<file path="src/rtl/codec_config_pkg.sv">
// Shared types and the WM8731 power-up register table for the codec configuration sequencer.
package codec_config_pkg;

  typedef enum logic [2:0] {
    ST_IDLE,
    ST_ISSUE,
    ST_WAIT_BUSY,
    ST_WAIT_DONE,
    ST_GAP,
    ST_DONE,
    ST_FAIL
  } state_t;

  // WM8731 control word: 7-bit register number followed by 9-bit data.
  typedef struct packed {
    logic [6:0] reg_num;
    logic [8:0] data;
  } entry_t;

  localparam logic [6:0] WM8731_ADDR = 7'h1A;

  function automatic entry_t mk_entry(logic [6:0] r, logic [8:0] d);
    return {r, d};
  endfunction

  localparam entry_t CODEC_INIT_TABLE [16] = '{
    mk_entry(7'h0F, 9'h000),
    mk_entry(7'h06, 9'h061),
    mk_entry(7'h04, 9'h014),
    mk_entry(7'h05, 9'h000),
    mk_entry(7'h07, 9'h042),
    mk_entry(7'h08, 9'h000),
    mk_entry(7'h00, 9'h017),
    mk_entry(7'h09, 9'h001),
    mk_entry(7'h00, 9'h000),
    mk_entry(7'h00, 9'h000),
    mk_entry(7'h00, 9'h000),
    mk_entry(7'h00, 9'h000),
    mk_entry(7'h00, 9'h000),
    mk_entry(7'h00, 9'h000),
    mk_entry(7'h00, 9'h000),
    mk_entry(7'h00, 9'h000)
  };

endpackage

</file>
<file path="src/rtl/codec_config_rom.sv">
// Index-to-entry lookup over the codec init table; swap this module to target another codec.
module codec_config_rom
  import codec_config_pkg::*;
(
  input  logic [3:0] index,
  output entry_t     entry
);

  assign entry = CODEC_INIT_TABLE[index];

endmodule

</file>
<file path="src/rtl/codec_config_seq.sv">
// Walks the codec register table through the I2C master's write handshake,
// retrying NACKed or timed-out writes and reporting sticky done/fail.
module codec_config_seq
  import codec_config_pkg::*;
#(
  parameter int         NUM_ENTRIES    = 8,
  parameter logic [6:0] SLAVE_ADDR     = WM8731_ADDR,
  parameter int         MAX_RETRIES    = 3,
  parameter int         GAP_CYCLES     = 4,
  parameter int         TIMEOUT_CYCLES = 64
) (
  input  logic       clk,
  input  logic       reset,
  input  logic       start,
  output logic [6:0] slav_addr,
  output logic       read_not_write,
  output logic [7:0] reg_addr,
  output logic [7:0] write_data,
  output logic       write_valid,
  input  logic       write_ready,
  input  logic       error,
  output logic       busy,
  output logic       done,
  output logic       fail,
  output logic [3:0] index,
  output logic [1:0] retries
);

  localparam int WD_W  = $clog2(TIMEOUT_CYCLES + 1);
  localparam int GAP_W = $clog2(GAP_CYCLES + 1);

  state_t           state;
  logic [WD_W-1:0]  wd_cnt;
  logic [GAP_W-1:0] gap_cnt;
  logic [3:0]       rom_index;
  entry_t           rom_entry;
  logic             in_wait, timeout, result_valid, check_now, check_nack;
  logic             last_entry, can_retry;

  // Outside GAP the only table fetch needed is entry 0 for a fresh start.
  assign rom_index = (state == ST_GAP) ? index : 4'd0;

  codec_config_rom u_rom (
    .index (rom_index),
    .entry (rom_entry)
  );

  assign in_wait      = (state == ST_WAIT_BUSY) || (state == ST_WAIT_DONE);
  assign timeout      = in_wait && (wd_cnt == WD_W'(TIMEOUT_CYCLES - 1));
  assign result_valid = (state == ST_WAIT_DONE) && write_ready;
  assign check_now    = result_valid || timeout;
  assign check_nack   = !result_valid || error;
  assign last_entry   = (index == 4'(NUM_ENTRIES - 1));
  assign can_retry    = (int'(retries) < MAX_RETRIES) && (retries != 2'b11);

  assign busy = !((state == ST_IDLE) || (state == ST_DONE) || (state == ST_FAIL));
  assign read_not_write = 1'b0;

  always_ff @(posedge clk or posedge reset) begin
    if (reset) begin
      state       <= ST_IDLE;
      wd_cnt      <= '0;
      gap_cnt     <= '0;
      index       <= 4'd0;
      retries     <= 2'd0;
      done        <= 1'b0;
      fail        <= 1'b0;
      write_valid <= 1'b0;
      reg_addr    <= 8'd0;
      write_data  <= 8'd0;
      slav_addr   <= SLAVE_ADDR;
    end else begin
      slav_addr <= SLAVE_ADDR;
      if (check_now) begin
        // A real NACK and a watchdog expiry share the same retry path.
        wd_cnt  <= '0;
        gap_cnt <= '0;
        if (!check_nack) begin
          if (last_entry) begin
            state <= ST_DONE;
            done  <= 1'b1;
          end else begin
            index   <= index + 4'd1;
            retries <= 2'd0;
            state   <= ST_GAP;
          end
        end else if (can_retry) begin
          retries <= retries + 2'd1;
          state   <= ST_GAP;
        end else begin
          state <= ST_FAIL;
          fail  <= 1'b1;
        end
      end else begin
        case (state)
          ST_IDLE, ST_DONE, ST_FAIL: begin
            if (start) begin
              state       <= ST_ISSUE;
              index       <= 4'd0;
              retries     <= 2'd0;
              done        <= 1'b0;
              fail        <= 1'b0;
              write_valid <= 1'b1;
              reg_addr    <= {rom_entry.reg_num, rom_entry.data[8]};
              write_data  <= rom_entry.data[7:0];
            end
          end
          ST_ISSUE: begin
            if (write_ready) begin
              write_valid <= 1'b0;
              wd_cnt      <= '0;
              state       <= ST_WAIT_BUSY;
            end
          end
          ST_WAIT_BUSY: begin
            wd_cnt <= wd_cnt + 1'b1;
            if (!write_ready) state <= ST_WAIT_DONE;
          end
          ST_WAIT_DONE: wd_cnt <= wd_cnt + 1'b1;
          ST_GAP: begin
            if (gap_cnt == GAP_W'(GAP_CYCLES - 1)) begin
              state       <= ST_ISSUE;
              write_valid <= 1'b1;
              reg_addr    <= {rom_entry.reg_num, rom_entry.data[8]};
              write_data  <= rom_entry.data[7:0];
            end else begin
              gap_cnt <= gap_cnt + 1'b1;
            end
          end
          default: state <= ST_IDLE;
        endcase
      end
    end
  end

endmodule

</file>
<file path="config.mk">
export PLATFORM = sky130hd
export DESIGN_NAME = codec_config_seq
export DESIGN_NICKNAME = d
export VERILOG_FILES = /design/src/rtl/codec_config_pkg.sv /design/src/rtl/codec_config_rom.sv /design/src/rtl/codec_config_seq.sv
export SDC_FILE = /design/constraint.sdc
export NUM_CORES = 1
export LEC_CHECK = 0
export CAP_MARGIN = 20
export CORE_AREA = 2 2 72 101
export DETAILED_ROUTE_END_ITERATION = 6
export DIE_AREA = 0 0 74 103
export GPL_TIMING_DRIVEN = 0
export PLACE_DENSITY = 0.52
export SLEW_MARGIN = 20
export SYNTH_ARGS = -nofsm -noshare
export SYNTH_HDL_FRONTEND = slang
export SYNTH_HIERARCHICAL = 1
export SYNTH_SLANG_ARGS = --single-unit
</file>
<file path="constraint.sdc">
create_clock -name clk -period 2.6 [get_ports clk]
set_input_delay 0.78 -clock clk [delete_from_list [all_inputs] [get_ports clk]]
set_output_delay 0.78 -clock clk [all_outputs]
set_load 0.005 [all_outputs]
</file>
---- Word level (Yosys, flattened, before mapping) ----
Memories as Yosys holds them, arrays and structs flattened.
Cells that the tools add are included.
cells by class
  $add $sub $neg .......................... 4
  $lt $le $gt $ge ......................... 2
  equality and inequality tests ........... 26
  mux-type cells .......................... 47
  bitwise operators ....................... 2
  reductions and logical operators ........ 28
operator list
  cell                   count
  $mux W16               2
  $mux W8                4
  $pmux W8 S2            2
  $mux W3                9
  $mux W4                6
  $reduce_and A4 Y1      5
  $ne A2 B2 Y1 const B   8
  $pmux W3 S5            1
  $mux W2                7
  $mux W7                2
  $pmux W7 S2            1
  $mux W1                12
  $ne A3 B3 Y1 const B   4
  $reduce_and A5 Y1      2
  $eq A3 B2 Y1 const B   3
  $eq A3 B3 Y1 const B   3
  $reduce_bool A2 Y1     4
  $add A7 B1 Y7 const B  1
  $eq A7 B6 Y1 const B   1
  $ne A2 B1 Y1 const B   3
  $ne A3 B2 Y1 const B   2
  $reduce_bool A3 Y1     2
  $ge A5 B5 Y1 const B   1
  $logic_or A1 B1 Y1     5
  other kinds (15)       19
storage, ports and cells
  register bits ........................... 38
  memory bits (read-only) ................. 256
  input bits .............................. 5
  output and inout port bits .............. 34
  logic and storage cells ................. 120
  memories kept ........................... 1
memories
  name             words  bits a word  rd ports  clocked after memory_dff  write ports  line                   RTL
  (no name shown)  16     16           1         0                         0            codec_config_rom.sv:9  assign entry = CODEC_INIT_TABLE[index];

---- Depth between registers and ports, before layout ----
Gate-level depths: netlist of the first run.
  depth after elaboration ................. 8
  depth in mapped cells ................... 8
  mapped depth without buffers ............ 7

---- Hierarchy ----
Netlist of the first run, hierarchy kept.
by module, submodules not included
  module            instances  cells an instance  area an instance (um^2)
  codec_config_seq  1          188                2059.5
  codec_config_rom  1          30                 224.0

---- Worst setup path before layout of the first run ----
OpenSTA, ideal clock, no wires.
  path type ............................... input to register
  start point ............................. input port start
  end point ............................... register reg_addr[0]
  setup time .............................. 0.125 ns
  arrival time ............................ 1.835 ns
  data required time ...................... 2.475 ns
  slack ................................... 0.640 ns
  stages on the path ...................... 6
  cells stage by stage .................... inv_1 -> o31ai_4 -> a21o_1 -> buf_6 -> buf_12 -> mux2_4
between the ends
  cells in the longest elaborated chain, start to end .. 2
RTL lines
  element                      line                     RTL
  start, declared              codec_config_seq.sv:14   input logic start,
  $ne A2 B2 Y1 (no line)       --
  $reduce_and A4 Y1 (no line)  --
  end signal, assigned         codec_config_seq.sv:104  reg_addr <= {rom_entry.reg_num, rom_entry.data[8]};
  end signal, assigned         codec_config_seq.sv:124  reg_addr <= {rom_entry.reg_num, rom_entry.data[8]};
  end, declared                codec_config_seq.sv:17   output logic [7:0] reg_addr,
Every way passes these cells.
A chain may end at the register's enable or synchronous reset.

---- Worst setup path after layout of the first run ----
  start point ............................. input port start
  end point ............................... register write_data[3]
between the ends
  cells in the longest elaborated chain, start to end .. 2
RTL lines
  element                      line                     RTL
  $ne A2 B2 Y1 (no line)       --
  $reduce_and A4 Y1 (no line)  --
  end signal, assigned         codec_config_seq.sv:105  write_data <= rom_entry.data[7:0];
  end signal, assigned         codec_config_seq.sv:125  write_data <= rom_entry.data[7:0];
  end, declared                codec_config_seq.sv:18   output logic [7:0] write_data,
Every way passes these cells.

==> results of run 1 <==
-- metal layers --
layer	up-vias	routed length (um)	global-route usage, %
li1	829	-	-
met1	807	1870	14.2
met2	31	2380	22.0
met3	6	126	2.35
met4	0	63	4.48
met5	-	0	0
-- state kept, by name (all words and copies together), names as in the netlist --
name and flops:
wd_cnt 7, write_data 8, retries 2, index 4
state 3, gap_cnt 3, fail 1, write_valid 1
reg_addr 8, done 1
-- stage by stage --
step | setup WS, ns | hold slack (ns) | instances | total power [mW]
after floorplan | 0.640 | 0.450 | 229 | 1.58
after global placement | -0.163 | 0.463 | 354 | 1.95
after detailed placement | -0.173 | 0.478 | 355 | 1.97
after CTS | 0.0120 | 0.497 | 362 | 2.43
after global routing | 0.0304 | 0.526 | 362 | 2.56
final | 0.131 | 0.487 | 362 | 2.38
-- cell type report --
class	instances	area (sq um)	share of cell area (%)
flip-flops and latches	38	952	33.1
repair buffers	32	330	11.5
plain buffers	24	200	6.96
inverters	15	56.3	1.96
multi-input cells	152	1130	39.5
well taps	95	119	4.13
clock buffers	6	82.6	2.87
-- power by group through the flow --
stage / registers, mW / clock network, mW / logic [mW]
6_report: 0.873 / 0.405 / 1.10
5_1_grt: 0.900 / 0.441 / 1.22
4_1_cts: 0.878 / 0.431 / 1.12
3_5_place_dp: 0.885 / 0 / 1.09
3_3_place_gp: 0.883 / 0 / 1.07
2_1_floorplan: 0.872 / 0 / 0.708
-- worst max-delay path, stage by stage --
cell             delay [ns]
clkdlybuf4s50_1        0.57
inv_1                  0.12
o31ai_4                0.42
a21o_1                 0.15
buf_6                  0.15
buf_12                 0.15
mux2_4                 0.30
-- kinds of logic (layout without fill, tap and decap cells) --
logic type	Yosys count	after routing	share of synthesized area, %
other cells	3	14	0.493
compound gates	47	47	14.9
flops	38	38	41.6
buf+inv	39	77	11.0
xor+xnor	3	3	1.48
simple gates	60	60	15.0
mux	20	20	11.2
fa+ha+maj	8	8	4.38
-- timing repair --
item | in CTS | in global routing
gates resized for setup | 6 | 2
hold endpoints to repair | 0 | 0
hold buffers | 0 | 0
buffers inserted | 1 | 0
endpoints found under the setup margin | 1 | 1
cloned | 0 | 0
-- path summary, 6_finish.rpt --
| path | from | to | slack (ns) | depth (start not counted) |
|---|---|---|---|---|
| worst max-delay path | start | write_data[3]$_DFFE_PP0P_ | 0.13 | 7 |
| min in group asynchronous | reset | wd_cnt[3]$_DFFE_PP0P_ | 0.75 | 2 |
| worst max register to register | state[2]$_DFFE_PP0P_ | write_data[4]$_DFFE_PP0P_ | 0.37 | 8 |
| worst min-delay path | wd_cnt[6]$_DFFE_PP0P_ | wd_cnt[6]$_DFFE_PP0P_ | 0.49 | 1 |
| max in group asynchronous | reset | state[2]$_DFFE_PP0P_ | 1.40 | 3 |
| worst min register to register | wd_cnt[6]$_DFFE_PP0P_ | wd_cnt[6]$_DFFE_PP0P_ | 0.49 | 1 |
-- placed cells by master, fill, tap and decap left out, types with 2 or more instances in the layout --
cell,synthesis,final
buf_12,1,2
a21oi_1,5,5
and3_1,3,3
and2_1,7,7
nor3b_1,3,3
a22o_1,2,2
o22ai_1,3,3
and3b_1,2,2
nand2_1,8,8
mux2i_1,3,3
a2bb2oi_1,2,2
nor2_1,16,16
mux2_2,8,8
mux2_4,9,9
ha_1,8,8
buf_4,17,20
clkbuf_8,0,6
o21a_1,2,2
a21oi_2,2,2
conb_1,3,14
buf_6,3,3
o21ai_0,14,14
nand4b_1,2,2
inv_1,15,13
inv_2,0,2
nor2b_1,4,4
nand3_1,7,7
clkdlybuf4s50_1,0,29
dfrtp_1,38,37
a21o_1,5,5
==> reports/metrics.csv, run 1 <==
stage,metric,value,unit
worst_setup_path,Critical Path Fanout Max,10,
timing,Setup-failing EPs final,0,
layout,"Net count, final",281,
worst_setup_path,CP Launch Type,input pin,
timing,fmax,0.405,GHz
clock_tree,Root Driver,clkbuf_8,
routing,DRT iter0 DRCs,27,
synthesis,post-synthesis sequential area ratio,41.6,%
place,dpl hpwl,3360,um
power,P_leak,1.30,nW
timing,setup_tns,0,ns
timing,fin crit period,2.47,ns
grt,antenna violations before repair,0,
timing,period utilization,95.0,%
timing,Final Hold Fails,0,
power,Cell Int Power,1.57,mW
grt,first-pass GRT wire length,7290,um
clock_tree,CTS H-tree depth,2,
worst_setup_path,kind of critical path,in -> reg,
power,Power Dens Cells,829,nW/um^2
power,combinational group share of total power,46.3,%
worst_setup_path,CP arrival,2.64,ns
layout,share of post-route cells with drive strength above 1,22.5,%
layout,post-layout util,42.3,%
synthesis,top_reg_cell synth,dfrtp_1,
layout,ant diodes,0,
timing,Worst slew margin,62.0,%
clock_tree,CTS Buf Count,5,
floorplanning,I/O pins,39,
synthesis,Post-synth EDFFs,0,
synthesis,Mapped Avg Cell Area,10.5,sq um
job,maximum capacitance violations,0,
routing,DRT Wirelength,4440,um
place,PortBufs,30,
synthesis,"Async S/R FF share, synth",100,%
timing,Worst-Margin Slew,0.569,ns
timing,clk_skew,0.00774,ns
min_path,HP Class,reg -> reg,
synthesis,synth top area cells,"dfrtp_1, mux2_4, buf_4, ha_1, mux2_2",
synthesis,cell with the most instances after synthesis,dfrtp_1,
power,VDD IR max,0.000366,V
power,part of the power in registers,36.6,%
clock_tree,Skew-Pair Late Insertion Delay,0.29,ns
power,net switching power,0.813,mW
place,global placement routability congestion,0.774,
clock_tree,# clock sinks,38,
worst_setup_path,CP endpoint kind,register,
synthesis,synth cell count leaders,"dfrtp_1, buf_4, nor2_1",
floorplanning,Die Area,7620,sq um
floorplanning,Initial Util,33.6,%
grt,total gr overflow,0,
grt,number of global-route vias before repair,1575,
grt,global-route usage over all layers,12.2,%
synthesis,Yosys cell types,52,
routing,drt drc,0,
timing,RSZ-0062 raised after global routing,false,
status,status,"finished, final reports clean",
layout,Layout area overhead,25.9,%
synthesis,Yosys reg bits,38,
timing,Pins Over Slew Limit,0,
floorplanning,Site Rows,36,
worst_setup_path,Worst Path Required,2.77,ns
routing,via count,1673,
routing,DR vias/cell,4.62,
power,switching share of power,34.1,%
layout,final instance area,2880,sq um
place,dpl cell area,2760,sq um
synthesis,post-synth top area cell,dfrtp_1,
floorplanning,Core Footprint,6800,sq um
floorplanning,die height,103,um
synthesis,Synth Warn #,6,
routing,drt first pass iters,4,
routing,routed length per instance,12.3,um
synthesis,Post-Synthesis Cells,218,
clock_tree,TritonCTS clock tree,done,
grt,largest net degree at the start of global routing,28,
clock_tree,CTS Buffer Depth,2,
synthesis,mapped cell area,2280,sq um
layout,number of fill cells,657,
clock_tree,Clock transition at path regs,0.07,ns
routing,DRT antenna net count,0,
power,Clk network pwr share,17.0,%
synthesis,area share of the largest cell type after synthesis,41.6,%
floorplanning,width of the die,74,um
(Power assumes the default switching activity.)
==> run 2: changes to the inputs <==
Settings changed: CTS_BUF_LIST set to sky130_fd_sc_hd__clkbuf_8, SETUP_SLACK_MARGIN set to 0.02.
==> reports/metrics.csv, run 2 (synthesized netlist as in run 1, its figures left out) <==
stage,metric,value,unit
worst_setup_path,Worst Path Required,2.77,ns
layout,post-layout util,42.3,%
timing,clk_skew,0.00872,ns
place,dpl hpwl,3360,um
routing,DR vias/cell,4.63,
min_path,HP Class,reg -> reg,
clock_tree,Skew-Pair Late Insertion Delay,0.29,ns
layout,"commonest cells after routing, fill and taps aside","dfrtp_1, clkdlybuf4s50_1, buf_4",
routing,drt first pass iters,4,
clock_tree,CTS Buffer Depth,2,
place,DP Cell Count,355,
timing,fin crit period,2.46,ns
clock_tree,# clock sinks,38,
routing,routed length per instance,12.2,um
floorplanning,width of the die,74,um
place,dpl cell area,2760,sq um
power,P_leak,1.30,nW
grt,first-pass GRT wire length,7290,um
worst_setup_path,CP endpoint kind,register,
layout,ant diodes,0,
status,status,"finished, final reports clean",
routing,DRT Wirelength,4430,um
worst_setup_path,Critical Path Fanout Max,10,
layout,"Net count, final",281,
power,Power Dens Cells,828,nW/um^2
layout,Finished Layout Cells,362,
timing,RSZ-0062 raised after global routing,false,
timing,Worst slew margin,62.2,%
worst_setup_path,CP arrival,2.63,ns
clock_tree,Root Driver,clkbuf_8,
timing,period utilization,94.6,%
grt,global-route usage over all layers,12.2,%
worst_setup_path,CP Cell Sequence,clkdlybuf4s50_1 -> inv_1 -> o31ai_4 -> a21o_1 -> buf_6 -> buf_12 -> mux2_4,
grt,antenna violations before repair,0,
job,maximum capacitance violations,0,
floorplanning,Site Rows,36,
timing,Setup-failing EPs final,0,
timing,Final Hold Fails,0,
layout,share of post-route cells with drive strength above 1,22.5,%
layout,biggest regs,"reg_addr (8), write_data (8), wd_cnt (7)",
clock_tree,hold_buf cts,0,
worst_setup_path,CP Launch Type,input pin,
worst_setup_path,Critical Path Max Stage Delay,0.57,ns
timing,setup_tns,0,ns
clock_tree,CTS H-tree depth,2,
power,VDD IR max,0.000361,V
place,PortBufs,30,
grt,largest net degree at the start of global routing,28,
floorplanning,Core Footprint,6800,sq um
floorplanning,Initial Util,33.6,%
clock_tree,CTS Buf Count,5,
place,global placement routability congestion,0.774,
layout,most common library cell in the layout ignoring fill and taps,dfrtp_1,
timing,Pins Over Slew Limit,0,
routing,DRT antenna net count,0,
worst_setup_path,Crit-path slowest cell,clkdlybuf4s50_1,
routing,via count,1675,
routing,DRT iter0 DRCs,22,
floorplanning,die height,103,um
floorplanning,Die Area,7620,sq um
timing,fmax,0.406,GHz
worst_setup_path,kind of critical path,in -> reg,
timing,Worst-Margin Slew,0.566,ns
grt,number of global-route vias before repair,1573,
routing,drt drc,0,
worst_setup_path,worst path bufs/invs,4,
floorplanning,I/O pins,39,
layout,Layout area overhead,25.9,%
clock_tree,Clock transition at path regs,0.08,ns
grt,total gr overflow,0,
clock_tree,TritonCTS clock tree,done,
worst_setup_path,CP top delay family,buffers and inverters,
layout,final instance area,2880,sq um
==> run 2: cell counts in the layout (fill, tap and decap cells not counted) <==
No cell type changed its count.
==> run 2: timing repair <==
item,CTS,global route
endpoints found under the setup margin,1,1
resized for setup,6,2
buffers inserted,1,0
pin swaps,1,1
hold endpoints to repair,0,0
==> run 2: final cells by class <==
type                       count  area (sq um)
fill                         657          3930
inverter                      15          56.3
multi-input combinational    152          1130
tap                           95           119
sequential                    38           952
clock buffer                   6          82.6
timing repair buffer          32           330
buffer                        24           200
==> run 2: routing by layer <==
metal / GRT usage, % / wire length [um]
met2: 22.0 / 2360
met5: 0 / 0
met1: 14.2 / 1890
met4: 4.48 / 62
met3: 2.35 / 117
==> run 2: worst reg2reg max path, cell delays in order, from the launching register on <==
cell and delay, ns:
dfrtp_2 0.44, buf_4 0.13, nor3b_1 0.48, and2_1 0.29, inv_1 0.08, ha_1 0.19
nor2b_1 0.14, buf_4 0.13, mux2_4 0.24
==> run 2: final timing paths <==
kind	to	slack [ns]	cells after the start	from
setup / recovery	write_data[3]$_DFFE_PP0P_	0.14	7	start
max in group asynchronous	state[2]$_DFFE_PP0P_	1.40	3	reset
hold reg to reg	wd_cnt[6]$_DFFE_PP0P_	0.49	1	wd_cnt[6]$_DFFE_PP0P_
min in group asynchronous	wd_cnt[3]$_DFFE_PP0P_	0.75	2	reset
setup reg to reg	write_data[4]$_DFFE_PP0P_	0.36	8	state[2]$_DFFE_PP0P_
hold / removal	wd_cnt[6]$_DFFE_PP0P_	0.49	1	wd_cnt[6]$_DFFE_PP0P_
==> run 2: stage by stage <==
stage	total power, mW	setup slack [ns]	hold WS, ns
2_1_floorplan	1.58	0.640	0.450
3_3_place_gp	1.95	-0.163	0.463
3_5_place_dp	1.97	-0.173	0.478
4_1_cts	2.43	0.0260	0.497
5_1_grt	2.56	0.0304	0.526
6_report	2.38	0.140	0.487
==> run 2: power breakdown <==
part           leakage (nW)  total, mW  switching [mW]  internal [mW]
registers             0.481      0.874           0.125          0.749
logic                 0.778       1.10           0.486          0.615
clock network        0.0431      0.406           0.202          0.205
